===== src/rtl/pc_sequencer.sv =====
// Program-counter sequencer: next-PC select, return stack and a
// single-level interrupt entry/return path.
//
// Ports:
//   clk_i, rst_ni     clock, async active-low reset
//   step_i            retire current instruction, advance PC
//   op_i, cond_i      instruction class and branch condition
//   zero_i, carry_i   datapath flags sampled on a step
//   offset_i, addr_i  signed branch offset, jmp/jsb target
//   int_req_i         level interrupt request
//   pc_o, pcoper_o    PC register, combinational next-PC selector
//   stackaddr_o       top-of-stack entry (0 when empty)
//   intpc_o           saved interrupt return PC
//   int_ack_o, ie_o   interrupt-taken pulse, interrupt enable
//   stack_ovf_o/unf_o sticky stack overflow/underflow
module pc_sequencer #(
    parameter int          DEPTH  = 8,
    parameter logic [11:0] VECTOR = 12'h001
) (
    input  logic        clk_i,
    input  logic        rst_ni,
    input  logic        step_i,
    input  logic [2:0]  op_i,
    input  logic [1:0]  cond_i,
    input  logic        zero_i,
    input  logic        carry_i,
    input  logic [7:0]  offset_i,
    input  logic [11:0] addr_i,
    input  logic        int_req_i,
    output logic [11:0] pc_o,
    output logic [3:0]  pcoper_o,
    output logic [11:0] stackaddr_o,
    output logic [11:0] intpc_o,
    output logic        int_ack_o,
    output logic        ie_o,
    output logic        stack_ovf_o,
    output logic        stack_unf_o
);

    localparam int AW = (DEPTH > 1) ? $clog2(DEPTH) : 1;
    localparam int SW = AW + 1;
    localparam logic [SW-1:0] SP_FULL = SW'(DEPTH);

    localparam logic [2:0] OP_SEQ  = 3'b000;
    localparam logic [2:0] OP_BR   = 3'b001;
    localparam logic [2:0] OP_JMP  = 3'b010;
    localparam logic [2:0] OP_JSB  = 3'b011;
    localparam logic [2:0] OP_RET  = 3'b100;
    localparam logic [2:0] OP_RETI = 3'b101;
    localparam logic [2:0] OP_ENAI = 3'b110;
    localparam logic [2:0] OP_DISI = 3'b111;

    typedef enum logic {
        RUN,
        ISR
    } state_t;

    state_t state_q, state_d;

    logic [11:0]   pc_q, pc_d;
    logic [11:0]   intpc_q, intpc_d;
    logic [11:0]   inst_npc;
    logic [11:0]   stack_q [DEPTH];
    logic [SW-1:0] sp_q;
    logic          ie_q, ie_d;
    logic          ack_q;
    logic          ovf_q, unf_q;
    logic          ovf_set, unf_set;
    logic          push, pop;
    logic          take_int;
    logic          cond_ok;
    logic [AW-1:0] top_idx;
    logic [11:0]   top_val;
    logic [11:0]   pc_inc;
    logic [11:0]   br_tgt;

    assign pc_inc  = pc_q + 12'd1;
    assign br_tgt  = pc_q + {{4{offset_i[7]}}, offset_i};
    assign top_idx = AW'(sp_q - SW'(1));
    assign top_val = stack_q[top_idx];

    // reti is never interrupted so the return always lands first.
    assign take_int = step_i && int_req_i && ie_q
                    && (op_i != OP_RETI);

    always_comb begin
        cond_ok = 1'b0;
        unique case (cond_i)
            2'b00: cond_ok = zero_i;
            2'b01: cond_ok = !zero_i;
            2'b10: cond_ok = carry_i;
            2'b11: cond_ok = !carry_i;
        endcase
    end

    // Instruction result first; an interrupt then redirects it,
    // saving the instruction's own next PC as the return point.
    always_comb begin
        inst_npc = pc_inc;
        pcoper_o = 4'b0000;
        push     = 1'b0;
        pop      = 1'b0;
        ovf_set  = 1'b0;
        unf_set  = 1'b0;
        ie_d     = ie_q;
        unique case (op_i)
            OP_SEQ: begin
            end
            OP_BR: begin
                pcoper_o = {2'b01, cond_i};
                if (cond_ok) inst_npc = br_tgt;
            end
            OP_JMP: begin
                pcoper_o = 4'b1000;
                inst_npc = addr_i;
            end
            OP_JSB: begin
                pcoper_o = 4'b1000;
                inst_npc = addr_i;
                if (sp_q == SP_FULL) ovf_set = 1'b1;
                else                 push    = 1'b1;
            end
            OP_RET: begin
                pcoper_o = 4'b1010;
                if (sp_q == '0) begin
                    unf_set = 1'b1;
                end else begin
                    pop      = 1'b1;
                    inst_npc = top_val;
                end
            end
            OP_RETI: begin
                pcoper_o = 4'b1100;
                inst_npc = intpc_q;
                ie_d     = 1'b1;
            end
            OP_ENAI: ie_d = 1'b1;
            OP_DISI: ie_d = 1'b0;
        endcase
        pc_d    = inst_npc;
        intpc_d = intpc_q;
        if (take_int) begin
            pcoper_o = 4'b1000;
            pc_d     = VECTOR;
            intpc_d  = inst_npc;
            ie_d     = 1'b0;
        end
    end

    always_comb begin
        state_d = state_q;
        unique case (state_q)
            RUN: if (take_int) state_d = ISR;
            ISR: begin
                if (take_int)
                    state_d = ISR;
                else if (step_i && op_i == OP_RETI)
                    state_d = RUN;
            end
        endcase
    end

    always_ff @(posedge clk_i or negedge rst_ni) begin
        if (!rst_ni) begin
            state_q <= RUN;
            pc_q    <= '0;
            intpc_q <= '0;
            sp_q    <= '0;
            ie_q    <= 1'b0;
            ack_q   <= 1'b0;
            ovf_q   <= 1'b0;
            unf_q   <= 1'b0;
            for (int i = 0; i < DEPTH; i++)
                stack_q[i] <= '0;
        end else begin
            ack_q   <= take_int;
            state_q <= state_d;
            if (step_i) begin
                pc_q    <= pc_d;
                intpc_q <= intpc_d;
                ie_q    <= ie_d;
                if (push) begin
                    stack_q[sp_q[AW-1:0]] <= pc_inc;
                    sp_q <= sp_q + SW'(1);
                end else if (pop) begin
                    sp_q <= sp_q - SW'(1);
                end
                if (ovf_set) ovf_q <= 1'b1;
                if (unf_set) unf_q <= 1'b1;
            end
        end
    end

    assign pc_o        = pc_q;
    assign stackaddr_o = (sp_q == '0) ? 12'h000 : top_val;
    assign intpc_o     = intpc_q;
    assign int_ack_o   = ack_q;
    assign ie_o        = ie_q;
    assign stack_ovf_o = ovf_q;
    assign stack_unf_o = unf_q;

endmodule


===== config.mk =====
export PLATFORM = sky130hd
export DESIGN_NAME = pc_sequencer
export DESIGN_NICKNAME = d
export VERILOG_FILES = /design/src/rtl/pc_sequencer.sv
export SDC_FILE = /design/constraint.sdc
export NUM_CORES = 1
export LEC_CHECK = 0
export CAP_MARGIN = 10
export CORE_ASPECT_RATIO = 0.7
export CORE_UTILIZATION = 45
export DETAILED_ROUTE_END_ITERATION = 8
export PLACE_DENSITY = 0.64
export SLEW_MARGIN = 20
export SYNTH_ARGS = -nofsm -noshare
export SYNTH_HDL_FRONTEND = slang
export SYNTH_SLANG_ARGS = --single-unit
export TNS_END_PERCENT = 20

===== constraint.sdc =====
create_clock -name clk_i -period 3.16 [get_ports clk_i]
set_clock_uncertainty 0.2 [all_clocks]
set_input_delay 0.632 -clock clk_i [delete_from_list [all_inputs] [get_ports clk_i]]
set_output_delay 0.632 -clock clk_i [all_outputs]
set_load 0.01 [all_outputs]

* Word-level counts from Yosys, hierarchy flattened
Cells that the tools add are included.
** Word-level totals
- Register bits after elaboration :: 128
- Bits of input ports :: 31
- Word-level logic and storage cells :: 80
- Output and inout bits :: 44
** Cells by class
- Reduce and logical (&&, ||, !) cells :: 18
- Magnitude comparators :: 3
- Add/subtract/negate cells :: 4
- Bitwise gates (word level) :: 2
- Multiplexer cells :: 26
- Equal/unequal tests :: 12
** Operators with widths (number)
- 96-bit bitwise mux :: 1
- 12-bit 2-to-1 mux :: 7
- 12-bit one-hot mux with 4 select lines :: 1
- 12-bit binary-select mux with 3-bit select :: 1
- 12-bit demux with 3-bit select :: 1
- 4-bit one-hot mux with 4 select lines :: 1
- 12-bit by 1-bit adder with 12-bit output (second input constant) :: 1
- 12-bit adder :: 1
- 3-bit equality test (second input constant) :: 4
- 4-bit 2-to-1 mux :: 3
- 2-bit AND reduction :: 6
- 1-bit 2-to-1 mux :: 9
- 4-bit greater-or-equal comparator (second input constant) :: 2
- 3-bit NOT with 4-bit output :: 2
- 3-bit by 2-bit equality test with 1-bit output (second input constant) :: 2
- 4-bit by 1-bit adder with 4-bit output (second input constant) :: 1
- 2-bit equality test (second input constant) :: 2
- 4-bit equality test (second input constant) :: 1
- 1-bit logical AND :: 4
- 4-bit logical NOT :: 1
- 4-bit by 1-bit less-than comparator with 1-bit output (second input constant) :: 1
- 1-bit one-hot mux with 4 select lines :: 1
- 2-bit OR reduction :: 2
- 4-bit by 1-bit subtractor with 4-bit output (second input constant) :: 1
- other kinds (8) :: 9

* Depth between registers and ports, before layout
Gate-level depths: netlist of run 1.
- Word-level depth :: 8
- Mapped depth :: 12
- Mapped depth without buffers :: 9

* Least setup slack after synthesis of run 1
No wires, ideal clock.
- Kind :: flip-flop to output port
- Start point :: register sp_q[0]
- End point :: output stackaddr_o[6]
- Cell stages (with the launch flop) :: 9
- Path buffers :: 3
- Arrival :: 2155 ps
- Data required time :: 2328 ps
- Slack :: 173 ps
- Cells stage by stage :: dfrtp_1 buf_2 inv_1 ha_1 buf_2 buf_2 mux4_2 mux2i_1 nor2_1
** On the way
- Cells in the longest elaborated chain, start to end :: 6
- Elaborated cells between the ends (all ways) :: 7
- Those cells by class :: 1 x add/sub; 4 x mux; 1 x bitwise; 1 x reduce/logical
** RTL lines
- start, declared :: RTL line 64 : logic [SW-1:0] sp_q;
- start signal, assigned :: RTL line 184 : sp_q <= sp_q + SW'(1);
- start signal, assigned :: RTL line 186 : sp_q <= sp_q - SW'(1);
- 4-bit by 1-bit subtractor with 4-bit output
- named net top_idx[0] :: RTL line 72 : logic [AW-1:0] top_idx;
- 3-bit NOT with 4-bit output (implied by the code) :: RTL line 80 : assign top_val = stack_q[top_idx];
- 12-bit binary-select mux with 3-bit select :: RTL line 80
- 12-bit 2-to-1 mux (implied by the code) (2 in series) :: RTL line 80
- 12-bit 2-to-1 mux :: RTL line 195 : assign stackaddr_o = (sp_q == '0) ? 12'h000 : top_val;
- end, declared :: RTL line 32 : output logic [11:0] stackaddr_o,
The timed path passes the listed nets, and every way through them passes these cells. The select of a mux whose other input is x is not followed.

* Final worst setup path of run 1
- Start point :: register sp_q[0]
- End point :: output stackaddr_o[9]
The elaborated chain is that of the path after synthesis.

==> impl_metrics.toml, run 1 <==
[detailed_routing]
avgViaCountPerCell = 5.85
first_pass_iters = 5
wl_per_cell_um = 20.2
routed_wl_um = 20600
drt_iter0_drc = 516
drcViolationCount = 0
vias = 5971
ant_nets = 0

[floorplanning]
core_area_sq_um = 14700
row_count = 37
design.die.area_sq_um = 15500
io_pins = 75
die_h_um = 105
die_x_um = 149
initial_core_util = 0.461

[setup_path]
path_cells = "inv_2, ha_4, xor2_4, buf_4, buf_4, a31oi_1, and3_4, clkdlybuf4s50_1"
cp_slowest_cell = "clkdlybuf4s50_1"
crit_top_cell = "buf_4"
crit_fanout = 5
worstRegToRegCells = 12
r2r-start = "sp_q[0]"
start_kind = "register"
crit_path_end_kind = "output pin"
r2r_slack_ns = 0.23
cp.arrival_ns = 2.46
path_class = "reg2out"
critPathMaxStageDelay_ns = 0.53
critPathRequiredTime_ns = 2.33
r2r-end = "pc_o[4]"

[power_and_ir_drop]
p_sw_frac = 0.389
peakVddDrop_mv = 0.676
switchingPower_mw = 3.92
seqPwrFrac = 0.281
combPwrFrac = 0.519
p_per_area_nw_per_um2 = 1110
pwr-share-clk = 0.200
power.internal_mw = 6.16
total_leakage_power_nw = 4.02
p_total_mw = 10.1

[clocking]
clk_latency_ns = 0.43
clk_path_buf_depth = 2
cts_tree = "done"
cts_inserted_buffers = 17
clkTransAtPathRegs_ns = 0.06
cts-htree-levels = 4
clock_sinks = 128
cts_hold_buf = 0
cts-root-buf = "clkbuf_16"

[synth]
synth_cells = 677
synth_warnings = 0
post_synth.cell_area_avg_sq_um = 9.99
synth_seq_cells = 128
synth_area_sq_um = 6760
syn_nets = 723
netlist-cell-type-count = 60
synth_edf_count = 0
synthFlopType = "dfrtp_1"
async_flop_share = 1.00
synth_seq_area_share = 0.474

[timing]
setup_slack_ns = -0.132
finalHoldViolations = 0
finalSetupViolCount = 2
tightest_slew_ns = 0.865
finalCritPeriodShare = 1.04
rsz0062_at_grt = "true"
fmaxAchievable_mhz = 304
period_minus_slack_ns = 3.29
drv_slew = 0
max_slew_margin = 0.419

[global_route]
grt_start_max_net_pins = 48
overflow = 0
grt_pass1_vias = 5906
track_usage = 0.281
antenna_found_initial = 0
grt_pass1_wl_um = 32600

[cells_and_area]
layoutNonFillerInstCount = 1021
fin_area_sq_um = 9040
drive_above_1_share = 0.219
syn_to_final_growth_pct = 33.8
diodes = 0
finalNetCount = 859
fill_cells = 1174
register_area_sq_um = 3200
multi_input_area_sq_um = 3430
fin_util = 0.616

[hold_path]
hold_class = "in2async"

[place]
pre_cts_ws_ns = -0.193
placed_cells = 982
dpl_cell_area_sq_um = 8200
hpwl_um = 14300
portBuffers = 74
gp_congestion = 0.975

[job]
max_cap_viol_count = 0

[status]
status = "finished with violations"
violations = "setup timing"
## flip-flops by register name, indices dropped and copies added (netlist names)
signal / cells
intpc_o: 12
stack_unf_o: 1
int_ack_o: 1
stack_q: 96
ie_o: 1
pc_o: 12
stack_ovf_o: 1
sp_q: 4
## through the flow
step	TNS, ns	hold slack (ns)
final	-0.138	0.0216
after global routing	-0.418	0.0621
after CTS	-0.345	0.0350
after detailed placement	-0.363	0.263
after global placement	-0.311	0.257
after floorplan	0	0.136
## cell type report
| type | count | share of cell area |
|---|---|---|
| clock inverters | 14 | 0.0190 |
| inverters | 19 | 0.00789 |
| flip-flops and latches | 128 | 0.354 |
| repair buffers | 157 | 0.165 |
| well taps | 195 | 0.0270 |
| clock buffers | 18 | 0.0475 |
| multi-input cells | 490 | 0.380 |
## cell families (layout without fill, tap and decap cells)
kind of cell	Yosys count	after routing	share of synthesized area
fa+ha+maj	15	15	0.0289
buf+inv	59	208	0.0383
flops	128	128	0.474
compound gates	183	183	0.162
mux	50	50	0.113
simple gates	215	215	0.149
xor+xnor	27	27	0.0361
## cell usage in the layout, fill, tap and decap left out, types with 4 or more instances in the layout
master           synthesis  layout
mux2_2                   8       8
mux4_2                  20      20
o2bb2ai_1                6       6
nor2b_1                  5       5
buf_12                   0       6
inv_6                    0       4
nand3_1                 16      16
a32oi_1                  9       9
nand4_1                  4       4
clkbuf_16                0      17
nor3_1                   7       7
dfrtp_1                128     127
a211oi_1                 4       4
dlygate4sd2_1            0      10
nand2_1                 46      43
a31oi_1                  8       8
xor2_1                  12      11
nor2_1                 107     107
mux2i_4                  0       4
buf_4                    0      75
o21ai_0                 22      22
xnor2_1                 14      14
a21oi_1                107     104
ha_1                    14      13
o221ai_1                 5       5
nand2b_1                 4       4
nor2_2                   6       6
mux2i_1                 22      16
inv_1                   17      15
clkinv_4                 0       4
clkdlybuf4s50_1          0      60
## worst max-delay path: cells and delay by family (launching register included)
| family | cells | cell delay, ns |
|---|---|---|
| buffers and inverters | 4 | 0.92 |
| flip-flops | 1 | 0.38 |
| AND/OR/NAND/NOR | 1 | 0.23 |
| adder cells (fa/ha/maj) | 1 | 0.18 |
| AO/OA/AOI/OAI | 1 | 0.17 |
| XOR/XNOR | 1 | 0.16 |
## worst max-delay path by stage
stage,from,to,slack (ns),depth (start not counted)
floorplan,sp_q[0],stackaddr_o[6],0.17,8
global placement,offset_i[0],pc_o[10],-0.11,10
detailed placement,offset_i[0],pc_o[10],-0.19,10
CTS,sp_q[1],stackaddr_o[3],-0.17,8
global route,sp_q[1],stackaddr_o[9],-0.23,8
finish,sp_q[0],stackaddr_o[9],-0.13,8
## routing by layer
layer  part of all wire  track usage  wire [um]
met5                  0            0          0
met3              0.088       0.0668       1810
met1               0.46        0.423       9510
met2               0.44        0.395       8990
met4              0.014       0.0920        280
## Yosys cell counts (all sizes together) (2+ instances only)
cell type	n	area [sq um]
nor4	3	18.8
mux2i	22	220
o31ai	2	20.0
inv	17	63.8
nand4	4	25.0
and2	2	12.5
dfrtp	128	3200
a21oi	107	536
clkbuf	15	56.3
xnor2	15	139
a21o	3	22.5
a211oi	4	30.0
o21ai	23	115
clkinv	2	7.51
mux2	8	90.1
nand2	46	173
nor3	9	67.6
nor2b	5	31.3
o2bb2ai	6	52.6
nand3	18	115
a32oi	9	78.8
buf	25	131
and3	4	30.0
mux4	20	450
ha	14	175
o221ai	5	43.8
o21a	2	15.0
nor2	114	450
a31oi	8	50.1
o211ai	2	15.0
nand2b	4	25.0
xor2	12	105
## power by group through the flow
stage          sequential (mW)  clock (mW)  combinational [mW]
2_1_floorplan             2.75           0                2.60
3_3_place_gp              2.79           0                4.55
3_5_place_dp              2.84           0                4.63
4_1_cts                   2.81        2.03                5.07
5_1_grt                   2.91        2.12                5.61
6_report                  2.83        2.02                5.23
## what timing repair did
action                     4_1_cts  5_1_grt
gates cloned                     2        0
setup endpoints to repair       12       13
setup buffers                    5        0
resized for setup               27       16
Power figures use the tool's default switching activity.
==> run 2, diff against run 1 <==
--- a/config.mk
+++ b/config.mk
@@ -9,6 +9,7 @@
 export CORE_ASPECT_RATIO = 0.7
 export CORE_UTILIZATION = 45
 export DETAILED_ROUTE_END_ITERATION = 8
+export GPL_ROUTABILITY_DRIVEN = 0
 export PLACE_DENSITY = 0.64
 export SLEW_MARGIN = 20
 export SYNTH_ARGS = -nofsm -noshare
==> run 2 against run 1 <==
Compared with the run above: the flow now finishes without violations; core utilization is 0.11 points lower; sequential share of layout area about the same; power down 1.4%; die area unchanged; combinational power fell by 1%; setup slack better by 0.19 ns; design area is 0.18% lower; register-to-register slack improved by 0.11 ns; final cell count fell by 0.29%; wire length fell by 2.3%; global-route usage is 0.63 points lower; maximum frequency rose by 6.0%; critical path type unchanged; critical endpoint is now stackaddr_o[3]; largest cell class unchanged; highest routed layer unchanged.
==> impl_metrics.toml, run 2 (synthesis results as in run 1) <==
[floorplanning]
initial_core_util = 0.461
row_count = 37
die_h_um = 105
io_pins = 75
die_x_um = 149
design.die.area_sq_um = 15500
core_area_sq_um = 14700

[detailed_routing]
wl_per_cell_um = 19.8
drcViolationCount = 0
drt_iter0_drc = 494
first_pass_iters = 5
ant_nets = 0
avgViaCountPerCell = 5.76
routed_wl_um = 20100
vias = 5866

[setup_path]
cp.arrival_ns = 2.27
crit_family = "multiplexers"
cp_slowest_cell = "dfrtp_1"
start_kind = "register"
path_cells = "inv_1, ha_4, buf_12, mux4_2, mux2i_2, nor2_1, dlygate4sd2_1"
critPathRequiredTime_ns = 2.33
path_class = "reg2out"
crit_buf_inv = 3
crit_fanout = 9
critPathMaxStageDelay_ns = 0.35
crit_path_end_kind = "output pin"

[power_and_ir_drop]
seqPwrFrac = 0.285
switchingPower_mw = 3.84
total_leakage_power_nw = 3.97
p_per_area_nw_per_um2 = 1100
p_sw_frac = 0.387
combPwrFrac = 0.520
peakVddDrop_mv = 0.930
pwr-share-clk = 0.195
power.internal_mw = 6.09

[timing]
finalSetupViolCount = 0
drv_slew = 0
tightest_slew_ns = 0.865
rsz0062_at_grt = "true"
finalHoldViolations = 0
setup_slack_ns = 0.0560
finalSetupTns_ns = 0
fmaxAchievable_mhz = 322
whs_ns = 0.0257
finalCritPeriodShare = 0.982
max_slew_margin = 0.419
period_minus_slack_ns = 3.10

[global_route]
grt_pass1_wl_um = 32100
grt_start_max_net_pins = 47
overflow = 0
track_usage = 0.275
antenna_found_initial = 0
grt_pass1_vias = 5864

[cells_and_area]
syn_to_final_growth_pct = 33.5
final_common_cell = "dfrtp_1"
fin_util = 0.615
largest_register_ffs = 96
drive_above_1_share = 0.213
regMostFlops = "stack_q"
layoutNonFillerInstCount = 1018
finalNetCount = 856
mostFrequentLayoutCells = "128 x dfrtp_1, 106 x nor2_1, 104 x a21oi_1"
diodes = 0

[clocking]
cts_inserted_buffers = 17
cts_hold_buf = 0
cts-htree-levels = 4
clkTransAtPathRegs_ns = 0.06
cts-root-buf = "clkbuf_16"
clock_sinks = 128
clk_path_buf_depth = 2
cts_tree = "done"
clk_latency_ns = 0.42

[job]
max_cap_viol_count = 0

[hold_path]
hold_class = "in2async"

[place]
pre_cts_ws_ns = -0.282
placed_cells = 981
hpwl_um = 14300
portBuffers = 74

[status]
status = "completed"
==> run 2: repair_timing <==
| action | 4_1_cts | 5_1_grt |
|---|---|---|
| setup endpoints to repair | 14 | 10 |
| cloned | 2 | 0 |
| gates resized for setup | 34 | 7 |
| setup buffers | 3 | 0 |
==> run 2: metal layers <==
metal | vias up | track usage | share of wire
met5 | - | 0 | 0
met4 | 0 | 0.0729 | 0.013
met3 | 23 | 0.0664 | 0.073
met2 | 225 | 0.401 | 0.45
met1 | 2919 | 0.406 | 0.47
li1 | 2699 | - | -
==> run 2: area by class of cell <==
type	count	area, sq um
fill	1179	5650
clock inverter	12	121
tap	195	244
multi-input combinational	490	3440
clock buffer	20	467
timing repair buffer	154	1480
sequential	128	3200
inverter	19	71.3
==> run 2: power by group through the flow <==
stage | registers, mW | clock network (mW) | logic [mW]
2_1_floorplan | 2.75 | 0 | 2.60
3_3_place_gp | 2.78 | 0 | 4.54
3_5_place_dp | 2.83 | 0 | 4.65
4_1_cts | 2.82 | 1.95 | 5.13
5_1_grt | 2.90 | 2.02 | 5.55
6_report | 2.83 | 1.94 | 5.17
==> run 2: final timing paths <==
kind / startpoint / to / slack (ns) / cells past startpoint
max: sp_q[1] / stackaddr_o[3] / 0.06 / 7
min in group clk_i: stack_unf_o / stack_unf_o / 0.28 / 1
max reg2reg: sp_q[1] / intpc_o[7] / 0.34 / 11
min: rst_ni / stack_q[34] / 0.03 / 1
min reg2reg: stack_unf_o / stack_unf_o / 0.28 / 1
max in group asynchronous: rst_ni / stack_q[7] / 2.06 / 2
==> run 2: per-stage QoR <==
stage / cell area (sq um) / power (mW)
4_1_cts: 9000 / 9.89
2_1_floorplan: 6760 / 5.35
6_report: 9030 / 9.94
5_1_grt: 9030 / 10.5
3_3_place_gp: 8220 / 7.33
3_5_place_dp: 8220 / 7.48
